`src/rtl/muldiv_sched_pkg.sv`:
```
// Shared op-code and scheduler state types for the mul/div scheduler slice.
package core_types;

    typedef enum logic [2:0] {
        OP_NONE  = 3'd0,
        OP_MUL   = 3'd1,
        OP_MULH  = 3'd2,
        OP_MULHU = 3'd3,
        OP_DIV   = 3'd4,
        OP_DIVU  = 3'd5,
        OP_MOD   = 3'd6,
        OP_MODU  = 3'd7
    } muldiv_op_e;

    typedef enum logic [2:0] {
        S_IDLE,
        S_MUL_RUN,
        S_DIV_RUN,
        S_HOLD,
        S_DRAIN
    } muldiv_state_e;

    function automatic logic is_mul(input muldiv_op_e op);
        return op inside {OP_MUL, OP_MULH, OP_MULHU};
    endfunction

    function automatic logic is_rem(input muldiv_op_e op);
        return op inside {OP_MOD, OP_MODU};
    endfunction

endpackage

```
`src/rtl/muldiv_sched_if.sv`:
```
// Requester-side request/grant/response bundle shared by the EX pipes.
interface muldiv_sched_if #(
    parameter int unsigned REQ_NUM = 2
);
    logic [REQ_NUM-1:0]       req_valid_i;
    logic [REQ_NUM-1:0][2:0]  req_op_i;
    logic [REQ_NUM-1:0][31:0] req_rs1_i;
    logic [REQ_NUM-1:0][31:0] req_rs2_i;
    logic [REQ_NUM-1:0]       req_grant_o;
    logic [REQ_NUM-1:0]       resp_valid_o;
    logic [31:0]              resp_result_o;
    logic [REQ_NUM-1:0]       resp_ack_i;

    modport master (
        output req_valid_i, req_op_i, req_rs1_i, req_rs2_i, resp_ack_i,
        input  req_grant_o, resp_valid_o, resp_result_o
    );

    modport slave (
        input  req_valid_i, req_op_i, req_rs1_i, req_rs2_i, resp_ack_i,
        output req_grant_o, resp_valid_o, resp_result_o
    );
endinterface

```
`src/rtl/muldiv_rr_pick.sv`:
```
// Fixed-priority one-hot picker: lowest set index wins.
module muldiv_rr_pick #(
    parameter int unsigned N     = 2,
    parameter int unsigned IDX_W = 1
) (
    input  logic [N-1:0]     req,
    output logic [N-1:0]     grant,
    output logic [IDX_W-1:0] idx,
    output logic             any
);
    always_comb begin
        grant = '0;
        idx   = '0;
        any   = 1'b0;
        for (int unsigned i = 0; i < N; i++) begin
            if (req[i] && !any) begin
                grant[i] = 1'b1;
                idx      = IDX_W'(i);
                any      = 1'b1;
            end
        end
    end
endmodule

```
`src/rtl/muldiv_sched.sv`:
```
// Arbitrates EX pipes onto one shared mul_unit and one div_unit, holding each
// result for its owner until acknowledged; flush drains any in-flight unit op.
module muldiv_sched
    import core_types::*;
#(
    parameter int unsigned REQ_NUM = 2
) (
    input  logic          clk,
    input  logic          rst,
    input  logic          flush,
    muldiv_sched_if.slave req_bus,
    output logic          mul_start_o,
    output logic [1:0]    mul_op_o,
    output logic [31:0]   mul_rs1_o,
    output logic [31:0]   mul_rs2_o,
    output logic          mul_ack_o,
    input  logic          mul_done_i,
    input  logic [31:0]   mul_result_i,
    output logic          div_start_o,
    output logic [1:0]    div_op_o,
    output logic [31:0]   div_dividend_o,
    output logic [31:0]   div_divisor_o,
    input  logic          div_done_i,
    input  logic [31:0]   div_quotient_i,
    input  logic [31:0]   div_remainder_i,
    output logic          busy_o
);
    localparam int unsigned IDX_W = (REQ_NUM > 1) ? $clog2(REQ_NUM) : 1;

    muldiv_state_e      state;
    muldiv_op_e         op_q;
    logic [REQ_NUM-1:0] owner_oh;
    logic [31:0]        rs1_q, rs2_q, result_q;
    logic               mul_start_q, div_start_q;
    logic [REQ_NUM-1:0] resp_valid_q;

    logic [REQ_NUM-1:0] req_live, pick_oh;
    logic [IDX_W-1:0]   pick_idx;
    logic               pick_any;
    muldiv_op_e         sel_op;
    logic [31:0]        sel_rs1, sel_rs2;
    logic               owner_ack, unit_done;

    always_comb begin
        req_live = '0;
        for (int unsigned i = 0; i < REQ_NUM; i++) begin
            req_live[i] = req_bus.req_valid_i[i] && (req_bus.req_op_i[i] != OP_NONE);
        end
    end

    muldiv_rr_pick #(.N(REQ_NUM), .IDX_W(IDX_W)) u_pick (
        .req   (req_live),
        .grant (pick_oh),
        .idx   (pick_idx),
        .any   (pick_any)
    );

    assign sel_op    = muldiv_op_e'(req_bus.req_op_i[pick_idx]);
    assign sel_rs1   = req_bus.req_rs1_i[pick_idx];
    assign sel_rs2   = req_bus.req_rs2_i[pick_idx];
    assign owner_ack = |(req_bus.resp_ack_i & owner_oh);
    assign unit_done = is_mul(op_q) ? mul_done_i : div_done_i;

    // Grant and unit ack must coincide with the cycle the event is accepted,
    // so they are decoded from the registered state rather than registered.
    assign req_bus.req_grant_o = (state == S_IDLE && !flush && !rst) ? pick_oh : '0;

    always_comb begin
        mul_ack_o = 1'b0;
        if (!rst && is_mul(op_q)) begin
            case (state)
                S_HOLD:    mul_ack_o = flush || owner_ack;
                S_MUL_RUN: mul_ack_o = flush && mul_done_i;
                S_DRAIN:   mul_ack_o = mul_done_i;
                default:   mul_ack_o = 1'b0;
            endcase
        end
    end

    always_ff @(posedge clk) begin
        if (rst) begin
            state        <= S_IDLE;
            op_q         <= OP_NONE;
            owner_oh     <= '0;
            rs1_q        <= '0;
            rs2_q        <= '0;
            result_q     <= '0;
            mul_start_q  <= 1'b0;
            div_start_q  <= 1'b0;
            resp_valid_q <= '0;
        end else begin
            mul_start_q <= 1'b0;
            div_start_q <= 1'b0;
            case (state)
                S_IDLE: begin
                    if (!flush && pick_any) begin
                        owner_oh <= pick_oh;
                        op_q     <= sel_op;
                        rs1_q    <= sel_rs1;
                        rs2_q    <= sel_rs2;
                        if (is_mul(sel_op)) begin
                            mul_start_q <= 1'b1;
                            state       <= S_MUL_RUN;
                        end else if (sel_rs2 != '0) begin
                            div_start_q <= 1'b1;
                            state       <= S_DIV_RUN;
                        end else begin
                            result_q     <= is_rem(sel_op) ? sel_rs1 : '0;
                            resp_valid_q <= pick_oh;
                            state        <= S_HOLD;
                        end
                    end
                end
                S_MUL_RUN: begin
                    if (flush) begin
                        state <= mul_done_i ? S_IDLE : S_DRAIN;
                    end else if (mul_done_i) begin
                        result_q     <= mul_result_i;
                        resp_valid_q <= owner_oh;
                        state        <= S_HOLD;
                    end
                end
                S_DIV_RUN: begin
                    if (flush) begin
                        state <= div_done_i ? S_IDLE : S_DRAIN;
                    end else if (div_done_i) begin
                        result_q     <= is_rem(op_q) ? div_remainder_i : div_quotient_i;
                        resp_valid_q <= owner_oh;
                        state        <= S_HOLD;
                    end
                end
                S_HOLD: begin
                    if (flush || owner_ack) begin
                        resp_valid_q <= '0;
                        state        <= S_IDLE;
                    end
                end
                S_DRAIN: begin
                    if (unit_done) state <= S_IDLE;
                end
                default: state <= S_IDLE;
            endcase
        end
    end

    assign mul_start_o           = mul_start_q;
    assign mul_op_o              = op_q[1:0];
    assign mul_rs1_o             = rs1_q;
    assign mul_rs2_o             = rs2_q;
    assign div_start_o           = div_start_q;
    assign div_op_o              = op_q[1:0];
    assign div_dividend_o        = rs1_q;
    assign div_divisor_o         = rs2_q;
    assign req_bus.resp_valid_o  = resp_valid_q;
    assign req_bus.resp_result_o = result_q;
    assign busy_o                = (state != S_IDLE);
endmodule

```
`src/flat_wrapper.sv`:
```
// flat-port wrapper written by rule: the top's interface ports become plain ports
module muldiv_sched_flat import core_types::*;
#(
    parameter int unsigned REQ_NUM = 2
)
  (clk, rst, flush, mul_start_o, mul_op_o, mul_rs1_o, mul_rs2_o, mul_ack_o, mul_done_i, mul_result_i, div_start_o, div_op_o, div_dividend_o, div_divisor_o, div_done_i, div_quotient_i, div_remainder_i, busy_o, req_bus_req_valid_i, req_bus_req_op_i, req_bus_req_rs1_i, req_bus_req_rs2_i, req_bus_resp_ack_i, req_bus_req_grant_o, req_bus_resp_valid_o, req_bus_resp_result_o);
  muldiv_sched_if #(.REQ_NUM(REQ_NUM)) req_bus_i ();
  input  logic clk;
  input  logic rst;
  input  logic flush;
  output logic mul_start_o;
  output logic [1:0] mul_op_o;
  output logic [31:0] mul_rs1_o;
  output logic [31:0] mul_rs2_o;
  output logic mul_ack_o;
  input  logic mul_done_i;
  input  logic [31:0] mul_result_i;
  output logic div_start_o;
  output logic [1:0] div_op_o;
  output logic [31:0] div_dividend_o;
  output logic [31:0] div_divisor_o;
  input  logic div_done_i;
  input  logic [31:0] div_quotient_i;
  input  logic [31:0] div_remainder_i;
  output logic busy_o;
  input wire logic [$bits(req_bus_i.req_valid_i)-1:0] req_bus_req_valid_i;
  input wire logic [$bits(req_bus_i.req_op_i)-1:0] req_bus_req_op_i;
  input wire logic [$bits(req_bus_i.req_rs1_i)-1:0] req_bus_req_rs1_i;
  input wire logic [$bits(req_bus_i.req_rs2_i)-1:0] req_bus_req_rs2_i;
  input wire logic [$bits(req_bus_i.resp_ack_i)-1:0] req_bus_resp_ack_i;
  output wire logic [$bits(req_bus_i.req_grant_o)-1:0] req_bus_req_grant_o;
  output wire logic [$bits(req_bus_i.resp_valid_o)-1:0] req_bus_resp_valid_o;
  output wire logic [$bits(req_bus_i.resp_result_o)-1:0] req_bus_resp_result_o;
  assign req_bus_i.req_valid_i = req_bus_req_valid_i;
  assign req_bus_i.req_op_i = req_bus_req_op_i;
  assign req_bus_i.req_rs1_i = req_bus_req_rs1_i;
  assign req_bus_i.req_rs2_i = req_bus_req_rs2_i;
  assign req_bus_i.resp_ack_i = req_bus_resp_ack_i;
  assign req_bus_req_grant_o = req_bus_i.req_grant_o;
  assign req_bus_resp_valid_o = req_bus_i.resp_valid_o;
  assign req_bus_resp_result_o = req_bus_i.resp_result_o;
  muldiv_sched #(.REQ_NUM(REQ_NUM)) u_core (.clk(clk), .rst(rst), .flush(flush), .req_bus(req_bus_i), .mul_start_o(mul_start_o), .mul_op_o(mul_op_o), .mul_rs1_o(mul_rs1_o), .mul_rs2_o(mul_rs2_o), .mul_ack_o(mul_ack_o), .mul_done_i(mul_done_i), .mul_result_i(mul_result_i), .div_start_o(div_start_o), .div_op_o(div_op_o), .div_dividend_o(div_dividend_o), .div_divisor_o(div_divisor_o), .div_done_i(div_done_i), .div_quotient_i(div_quotient_i), .div_remainder_i(div_remainder_i), .busy_o(busy_o));
endmodule
```
`config.mk`:
```
export PLATFORM = sky130hd
export DESIGN_NAME = muldiv_sched_flat
export DESIGN_NICKNAME = d
export VERILOG_FILES = /design/src/rtl/muldiv_sched_pkg.sv /design/src/rtl/muldiv_sched_if.sv /design/src/rtl/muldiv_rr_pick.sv /design/src/rtl/muldiv_sched.sv /design/src/flat_wrapper.sv
export SDC_FILE = /design/constraint.sdc
export NUM_CORES = 1
export LEC_CHECK = 0
export ABC_CLOCK_PERIOD_IN_PS = 2400
export CAP_MARGIN = 20
export CELL_PAD_IN_SITES_DETAIL_PLACEMENT = 1
export CELL_PAD_IN_SITES_GLOBAL_PLACEMENT = 1
export CORE_MARGIN = 2
export CORE_UTILIZATION = 25
export DETAILED_ROUTE_END_ITERATION = 10
export PLACE_DENSITY_LB_ADDON = 0.05
export RECOVER_POWER = 50
export SLEW_MARGIN = 10
export SYNTH_ARGS = -nofsm -noshare
export SYNTH_HDL_FRONTEND = slang
export SYNTH_SLANG_ARGS = --single-unit
```
`constraint.sdc`:
```
create_clock -name clk -period 2.4 [get_ports clk]
set_input_delay 0.36 -clock clk [delete_from_list [all_inputs] [get_ports clk]]
set_output_delay 0.36 -clock clk [all_outputs]
set_load 0.1 [all_outputs]
```
-- Yosys cells after proc, flatten, opt, wreduce, memory -nomap -nowiden
Index checks and enable logic that the tools add are counted.
- magnitude comparators: 1
- eq/ne operators: 25
- multiplexer cells: 46
- bitwise logic cells: 3
- reductions and logical operators: 30
- operators with widths (cell ; number):
    2-to-1 mux 32 bit ; 13
    one-hot mux 32 bit (3 select lines) ; 1
    2-to-1 mux 3 bit ; 12
    nonzero test 32 bit ; 1
    == test 3 x 2 -> 1 bit (second input constant) ; 6
    2-to-1 mux 2 bit ; 9
    nonzero test 3 bit ; 6
    == test 3 bit (second input constant) ; 5
    one-hot mux 3 bit (5 select lines) ; 1
    != test 2 bit (second input constant) ; 7
    == test 3 x 1 -> 1 bit (second input constant) ; 3
    AND reduction 9 bit ; 1
    logical AND 1 bit ; 8
    2-to-1 mux 1 bit ; 8
    one-hot mux 2 bit (4 select lines) ; 1
    AND reduction 8 bit ; 1
    != test 3 bit (second input constant) ; 2
    AND reduction 5 bit ; 1
    != test 2 x 1 -> 1 bit (second input constant) ; 2
    nonzero test 2 bit ; 2
    nonzero test 4 bit ; 1
    OR reduction 4 bit ; 1
    logical NOT 1 bit ; 3
    logical NOT 3 bit ; 1
    8 further kinds ; 9
- register bits after elaboration: 108
- bits of input ports: 239
- output and inout bits: 172
- logic and storage cells: 114

-- Longest topological paths before layout
Gate-level depths: netlist (run 1).
- word-level depth: 15
- depth in mapped cells: 10
- depth with buffers taken out: 6

-- Modules after synthesis
A second synthesis (run 1) with hierarchy kept.
- cells, all modules: 718
- area, all modules: 6613.8 µm²
- modules (own cells, without submodules) (module ; instances ; cells each ; area an instance (µm²) ; seq. area each (µm²)):
    muldiv_sched ; 1 ; 714 ; 6586.3 ; 2162.1
    muldiv_rr_pick ; 1 ; 4 ; 27.5 ; 0.0

-- Worst setup path before layout (run 1)
OpenSTA, ideal clock, no wires.
- path kind: input -> output
- from: in flush
- to: out mul_ack_o
- data arrival time: 2972 ps
- data required time: 2040 ps
- path slack: -932 ps
- stages on the path: 5
- path buffers: 1
- cell sequence: clkbuf_1 > a221o_1 > a22o_1 > a31oi_1 > nor3_1
- cells in the longest elaborated chain, start to end: 3
- elaborated cells between the ends (all ways): 4
- classes of those cells: mux: 2; reduce/logical: 2
- ends and longest elaborated chain (element ; RTL line ; text):
    start, declared ; flat_wrapper.sv:10 ; input logic flush;
    logical AND 1 bit or logical OR 1 bit (tied branches) ; muldiv_sched.sv:73, muldiv_sched.sv:72 ;
    one-hot mux 1 bit (3 select lines) (*) ; muldiv_sched.sv:71 ; case (state)
    2-to-1 mux 1 bit (*) ; muldiv_sched.sv:70 ; if (!rst && is_mul(op_q)) begin
    end, declared ; flat_wrapper.sv:15 ; output logic mul_ack_o;
Mark *: on every way between the ends. The rest lies on a longest branch, timed or not.

-- Final worst setup path (run 1)
- from: in req_bus_req_op_i[0]
- to: out req_bus_req_grant_o[1]
- cells in the longest elaborated chain, start to end: 7
- ends and longest elaborated chain (element ; RTL line ; text):
    start, declared ; flat_wrapper.sv:27 ; input wire logic [$bits(req_bus_i.req_op_i)-1:0] req_bus_req_op_i;
    nonzero test 3 bit ; muldiv_sched.sv:47 ; req_live[i] = req_bus.req_valid_i[i] && (req_bus.req_op_i[i] != OP_NONE);
    logical AND 1 bit ; muldiv_sched.sv:47 ;
    2-to-1 mux 1 bit ; muldiv_rr_pick.sv:16 ; if (req[i] && !any) begin
    logical NOT 1 bit ; muldiv_rr_pick.sv:16 ;
    logical AND 1 bit ; muldiv_rr_pick.sv:16 ;
    2-to-1 mux 1 bit ; muldiv_rr_pick.sv:16 ;
    2-to-1 mux 2 bit ; muldiv_sched.sv:66 ; assign req_bus.req_grant_o = (state == S_IDLE && !flush && !rst) ? pick_oh : '0;
    end, declared ; flat_wrapper.sv:31 ; output wire logic [$bits(req_bus_i.req_grant_o)-1:0] req_bus_req_grant_o;
No other way between the ends.

==> results of run 1 <==
## cells by family (layout without fill, tap and decap cells)
| logic type | after synthesis | after routing |
|---|---|---|
| and+or+nand+nor | 308 | 308 |
| buffers and inverters | 140 | 517 |
| muxes | 34 | 34 |
| AOI/OAI and AO/OA | 222 | 222 |
| DFF | 108 | 108 |
## Yosys cell counts (3+ instances only)
master and number:
nand3_1 4, a221oi_1 33, a21oi_1 35, o211a_1 3, a32oi_1 4, a22o_1 3, dfxtp_1 108, buf_4 68
buf_6 4, clkbuf_1 51, buf_2 10, buf_1 4, nor4_1 16, a211oi_1 3, nand4_1 4, nor3_1 9
a311oi_1 63, a211oi_2 30, nor2_1 77, mux2i_1 34, o21ai_0 35, nand2b_1 4, nand2_1 179
## worst max-delay path, delay by kind of cell
kind                   cells  cell delay, ns
AO/OA/AOI/OAI              1            0.34
buffers and inverters      4            1.01
AND/OR/NAND/NOR            2            0.20
## what timing repair did
item / 4_1_cts / 5_1_grt
gates resized for setup: 10 / 12
pin swaps: 1 / 3
setup endpoints to repair: 35 / 35
setup buffers: 0 / 1
gates cloned: 0 / 1
## layout by cell type (no fill, tap or decap), types with 6 or more instances in the layout
cell             Yosys  routed
clkbuf_1            51     140
nand2_1            179     177
mux2i_1             34      34
buf_4               68     103
a221oi_1            33      33
o21ai_0             35      35
a21oi_1             35      34
nor2_1              77      75
nor4_1              16      11
buf_12               0      15
a311oi_1            63      63
nor3_2               2       6
clkdlybuf4s50_1      0     234
dfxtp_1            108     108
clkbuf_16            0      10
a211oi_2            30      30
## power by group through the flow
stage / registers, mW / logic (mW) / clock network [mW]
3_5_place_dp: 2.56 / 8.44 / 0
3_3_place_gp: 2.56 / 8.42 / 0
5_1_grt: 2.57 / 8.40 / 1.62
6_report: 2.51 / 8.02 / 1.51
2_1_floorplan: 5.00 / 3.90 / 0
4_1_cts: 2.53 / 8.48 / 1.56
## area by class of cell
class	count	area, um2	share of cell area
inverters	3	11.26	0.001075
repair buffers	498	4050	0.3866
clock inverters	3	20.02	0.001911
flip-flops and latches	108	2162	0.2064
clock buffers	13	270.3	0.02580
multi-input cells	564	3548	0.3387
well taps	330	412.9	0.03942
## through the flow
stage | cell area (um2) | TNS, ns | std cells
after detailed placement | 10570 | -17.14 | 1501
after CTS | 10910 | 0 | 1517
after global placement | 10570 | -16.32 | 1501
after floorplan | 6414 | -0.1049 | 812
after global routing | 10480 | 0 | 1519
final | 10480 | 0 | 1519
## worst max path at each step
stage | end | startpoint | cells past startpoint
after floorplan | mul_ack_o | flush | 5
after global placement | u_core.req_bus.resp_valid_o[0]$_SDFFE_PP0P_ | req_bus_req_rs2_i[1] | 9
after detailed placement | u_core.req_bus.resp_result_o[14]$_SDFFE_PP0P_ | req_bus_req_rs2_i[1] | 10
after CTS | req_bus_req_grant_o[1] | req_bus_req_op_i[1] | 7
after global routing | u_core.req_bus.resp_valid_o[1]$_SDFFE_PP0P_ | req_bus_req_rs2_i[61] | 8
final | req_bus_req_grant_o[1] | req_bus_req_op_i[0] | 7
## registers in the layout, summed over array words and instances, names as in the netlist
| register | cells |
|---|---|
| u_core.div_divisor_o | 32 |
| u_core.op_q | 3 |
| u_core.mul_start_o | 1 |
| u_core.owner_oh | 2 |
| u_core.div_dividend_o | 32 |
| u_core.req_bus.resp_valid_o | 2 |
| u_core.state | 3 |
| u_core.req_bus.resp_result_o | 32 |
| u_core.div_start_o | 1 |
## metal layers
metal / vias up / routed length [um]
li1: 3635 / -
met1: 3623 / 12240
met2: 292 / 16040
met3: 30 / 2287
met4: 0 / 552
met5: - / 0
==> results_dict.tcl, run 1 <==
set metrics [dict create \
    clockPowerShare 0.125 \
    seqPwrFrac 0.208 \
    finClkSkew_ns 0.01365 \
    r2r_setup_slack_ns 0.30 \
    crit_path_max_incr_delay_ns 0.49 \
    synth_top_area_cell "dfxtp_1" \
    chipHeight_um 164.0 \
    clockBufferDepth 2 \
    initialDrtViolationCount 298 \
    internal_power_mw 4.688 \
    synthSimpleGateAreaFrac 0.2004 \
    grtUsageMet3 0.04949 \
    r2r-start "u_core.state[1]$_SDFFE_PP0P_" \
    combPwrFrac 0.666 \
    ys_ff_latch 108 \
    avgSynthCellArea_um2 7.883 \
    met2_usage 0.4076 \
    synth_top_family_by_area "compound AO/OA/AOI/OAI gates" \
    antenna_cells 0 \
    drc_errors 0 \
    synthCells 812 \
    path_class "in -> out" \
    top_usage_layer "met2" \
    netlist_top_cells_area "dfxtp_1, nand2_1, a311oi_1, buf_4, a211oi_2" \
    drt-total-wl_mm 31.12 \
    swShare 0.6103 \
    period_minus_slack_ns 2.295 \
    yosys_warnings 0 \
    track_usage 0.2203 \
    vias 7580 \
    grtUsageMet1 0.2549 \
    synth_flop_cell "dfxtp_1" \
    cts_root_buffer "clkbuf_16" \
    finalCritPeriodShare 0.9562 \
    min_delay_path_depth 2 \
    critPathMaxFanout 23 \
    place.gp.congestion 0.8237 \
    cp-end-kind "output pin" \
    startpoint_type "input pin" \
    grt_pass1_wl_mm 45.16 \
    cts_buffers 9 \
    synth-edff-count 0 \
    ant_nets 0 \
    synthAdderAreaFrac 0 \
    synthXorXnorAreaFrac 0 \
    reg2reg_to "u_core.req_bus.resp_result_o[27]$_SDFFE_PP0P_" \
    detail_route.first_pass.iterations 4 \
    die_x_um 164.0 \
    worstMarginPinSlew_ns 1.335 \
    crit_chain "clkdlybuf4s50_1, o31ai_4, nand2b_4, buf_4, buf_16, nor2_4, buf_12" \
    cts_sinks 108 \
    syn2layout_area_growth_pct 63.64 \
    slew_violations 0 \
    crit_required_ns 2.04 \
    core_area_um2 25180 \
    yosysSeqAreaShare 0.3378 \
    grt_pass1_vias 7748 \
    synth_compound_area_frac 0.2801 \
    fin_util 0.4160 \
    syn-cell-area_um2 6401 \
    hp-class "reg -> reg" \
    gr-total-overflow 0 \
    hold_viol 0 \
    ff2ff_path_depth 7 \
    power.switching_mw 7.342 \
    slew_headroom 0.1138 \
    p_leak_nw 4.018 \
    nets 1423 \
    initial_core_util 0.2542 \
    clk_latency_ns 0.35 \
    max_freq_mhz 435.7 \
    ios 411 \
    rows 58 \
    antenna_found_initial 0 \
    holdPathEnd "u_core.div_divisor_o[17]$_SDFFE_PP0P_" \
    min_from "u_core.div_divisor_o[17]$_SDFFE_PP0P_" \
    vias_per_cell 4.990 \
    yosys-mux-area-fraction 0.05317 \
    status "finished clean" \
    yosysUniqueCellTypes 47 \
    dieArea_um2 26900 \
    fillers 3048 \
    drv_cap 0 \
    power_per_cell_area_nw_per_um2 1148 \
    cts_hold_buf 0 \
    rsz0062_at_grt "no" \
    syn_nets 1051 \
    port-buffer-count 410 \
    tritoncts "done" \
    hpwl_mm 24.08 \
    drive_gt1_frac 0.1606 \
    slowest_stage "clkdlybuf4s50_1" \
    final.setup.worst_slack_ns 0.1051 \
    htree_levels 3 \
    p_total_mw 12.03 \
    vdd_drop_max_mv 0.6579 \
    wl_per_cell_um 20.49 \
    holdWs_ns 0.4707 \
    cts.reportedPaths.clkPinSlew_ns 0.08 \
    cp.arrival_ns 1.93 \
    pre_cts_slack_ns -0.4850 \
    synth-async-reset-ratio 0 \
    yosysTopAreaCellShare 0.3378 \
    grt_max_degree 50 \
    finalSetupViolCount 0 \
]
No activity file was read; power rests on OpenSTA's default activity.
==> run 2, diff against run 1 <==
--- a/config.mk
+++ b/config.mk
@@ -9,6 +9,7 @@
 export CAP_MARGIN = 20
 export CELL_PAD_IN_SITES_DETAIL_PLACEMENT = 1
 export CELL_PAD_IN_SITES_GLOBAL_PLACEMENT = 1
+export CORE_ASPECT_RATIO = 0.8
 export CORE_MARGIN = 2
 export CORE_UTILIZATION = 25
 export DETAILED_ROUTE_END_ITERATION = 10
==> run 2 against run 1 <==
Against the previous run:
- critical path depth unchanged
- register-to-register slack lost 0.04 ns
- clock power rose by 4%
- sequential cell count stayed put
- critical path type unchanged
- highest routed layer is now met5
==> results_dict.tcl, run 2 (synthesis gave the netlist of run 1 again) <==
set metrics [dict create \
    initialDrtViolationCount 367 \
    r2r_setup_slack_ns 0.26 \
    min_from "rst" \
    path_class "in -> out" \
    crit_required_ns 2.04 \
    place.gp.congestion 0.7943 \
    slew_headroom 0.1330 \
    drt-total-wl_mm 30.66 \
    p_total_mw 12.14 \
    hold_viol 0 \
    tritoncts "done" \
    ff2ff_path_depth 8 \
    clockBufferDepth 2 \
    hp-class "in -> reg" \
    worstMarginPinSlew_ns 1.306 \
    holdWs_ns 0.2286 \
    ant_nets 0 \
    min_delay_path_depth 2 \
    r2r-start "u_core.state[1]$_SDFFE_PP0P_" \
    syn2layout_area_growth_pct 64.11 \
    ios 411 \
    track_usage 0.2187 \
    antenna_cells 0 \
    critPathMaxFanout 25 \
    detail_route.first_pass.iterations 4 \
    wl_per_cell_um 20.23 \
    grt_pass1_vias 7606 \
    fin_util 0.4161 \
    chipHeight_um 147.1 \
    finalCritPeriodShare 0.9612 \
    vias 7484 \
    finalSetupViolCount 0 \
    cp-end-kind "output pin" \
    port-buffer-count 410 \
    slew_violations 0 \
    final_common_cell "clkdlybuf4s50_1" \
    period_minus_slack_ns 2.307 \
    drive_gt1_frac 0.1587 \
    htree_levels 3 \
    rows 52 \
    dieArea_um2 26910 \
    cts.reportedPaths.clkPinSlew_ns 0.07 \
    grt_pass1_wl_mm 45.92 \
    grt_max_degree 97 \
    gr-total-overflow 0 \
    core_area_um2 25240 \
    mostFrequentLayoutCells "clkdlybuf4s50_1, nand2_1, clkbuf_1" \
    die_x_um 182.9 \
    max_freq_mhz 433.5 \
    cts_buffers 9 \
    clk_latency_ns 0.36 \
    hpwl_mm 23.39 \
    vias_per_cell 4.940 \
    startpoint_type "input pin" \
    cts_root_buffer "clkbuf_16" \
    power_per_cell_area_nw_per_um2 1155 \
    status "finished clean" \
    drc_errors 0 \
    holdPathEnd "u_core.state[2]$_SDFFE_PP0P_" \
    vdd_drop_max_mv 0.5632 \
    cts_sinks 108 \
    p_leak_nw 4.040 \
    initial_core_util 0.2536 \
    finClkSkew_ns 0.009770 \
    antenna_found_initial 1 \
    cp.arrival_ns 1.95 \
    drv_cap 0 \
    reg2reg_to "u_core.div_dividend_o[23]$_SDFFE_PP0P_" \
    nets 1425 \
]
## run 2: metrics by stage
stage	TNS (ns)	area [um2]	instances	setup slack, ns
global placement	-7.054	10650	1497	-0.3131
finish	0	10510	1515	0.09318
floorplan	-0.1049	6414	812	-0.08180
detailed placement	-10.08	10650	1497	-0.3386
global route	-0.007472	10510	1515	-0.006085
CTS	0	10960	1513	0.005396
## run 2: how the worst max path moves through the flow
stage / from / cells past startpoint / end
finish: req_bus_req_op_i[2] / 7 / req_bus_req_grant_o[1]
global route: req_bus_req_op_i[4] / 7 / req_bus_req_grant_o[1]
CTS: req_bus_req_op_i[3] / 7 / req_bus_req_grant_o[1]
detailed placement: req_bus_req_rs2_i[0] / 9 / u_core.req_bus.resp_valid_o[0]$_SDFFE_PP0P_
global placement: req_bus_req_rs2_i[8] / 8 / u_core.req_bus.resp_valid_o[1]$_SDFFE_PP0P_
floorplan: flush / 5 / mul_ack_o
## run 2: area by class of cell
| class | instances | area, um2 |
|---|---|---|
| Clock inverter | 3 | 46.29 |
| Sequential cell | 108 | 2162 |
| Tap cell | 324 | 405.4 |
| Multi-Input combinational cell | 564 | 3496 |
| Inverter | 3 | 11.26 |
| Timing Repair Buffer | 500 | 4134 |
| Fill cell | 3063 | 14740 |
| Clock buffer | 13 | 250.2 |
## run 2: worst max-delay path: stages
cell,delay (ns)
clkdlybuf4s50_1,0.48
o31ai_4,0.29
nand2b_2,0.12
buf_4,0.18
buf_16,0.17
nor2_2,0.14
buf_12,0.19
## run 2: power breakdown
part           internal [mW]  switching, mW  total [mW]
clock network          0.845          0.729        1.57
logic                   1.75           6.31        8.06
registers               2.18          0.322        2.51
## run 2: metal layers
layer | GRT usage | vias up | share of wire
met5 | 0 | - | 0.00042
met4 | 0.04480 | 2 | 0.012
met3 | 0.04660 | 17 | 0.059
met2 | 0.3679 | 250 | 0.47
met1 | 0.2893 | 3573 | 0.45
li1 | - | 3642 | -
## run 2: what timing repair did
action | in CTS | in global routing
pin swaps | 0 | 2
gates resized for setup | 2 | 6
endpoints found under the hold margin | 0 | 0
endpoints found under the setup margin | 1 | 4
cloned | 0 | 1
setup buffers | 0 | 1
hold buffers | 0 | 0
==> run 3, diff against run 2 <==
--- a/config.mk
+++ b/config.mk
@@ -13,6 +13,7 @@
 export CORE_MARGIN = 2
 export CORE_UTILIZATION = 25
 export DETAILED_ROUTE_END_ITERATION = 10
+export HOLD_SLACK_MARGIN = 0.15
 export PLACE_DENSITY_LB_ADDON = 0.05
 export RECOVER_POWER = 50
 export SLEW_MARGIN = 10
==> results of run 3 <==
No change in the layout: final DEF, timing and power equal those of run 2.
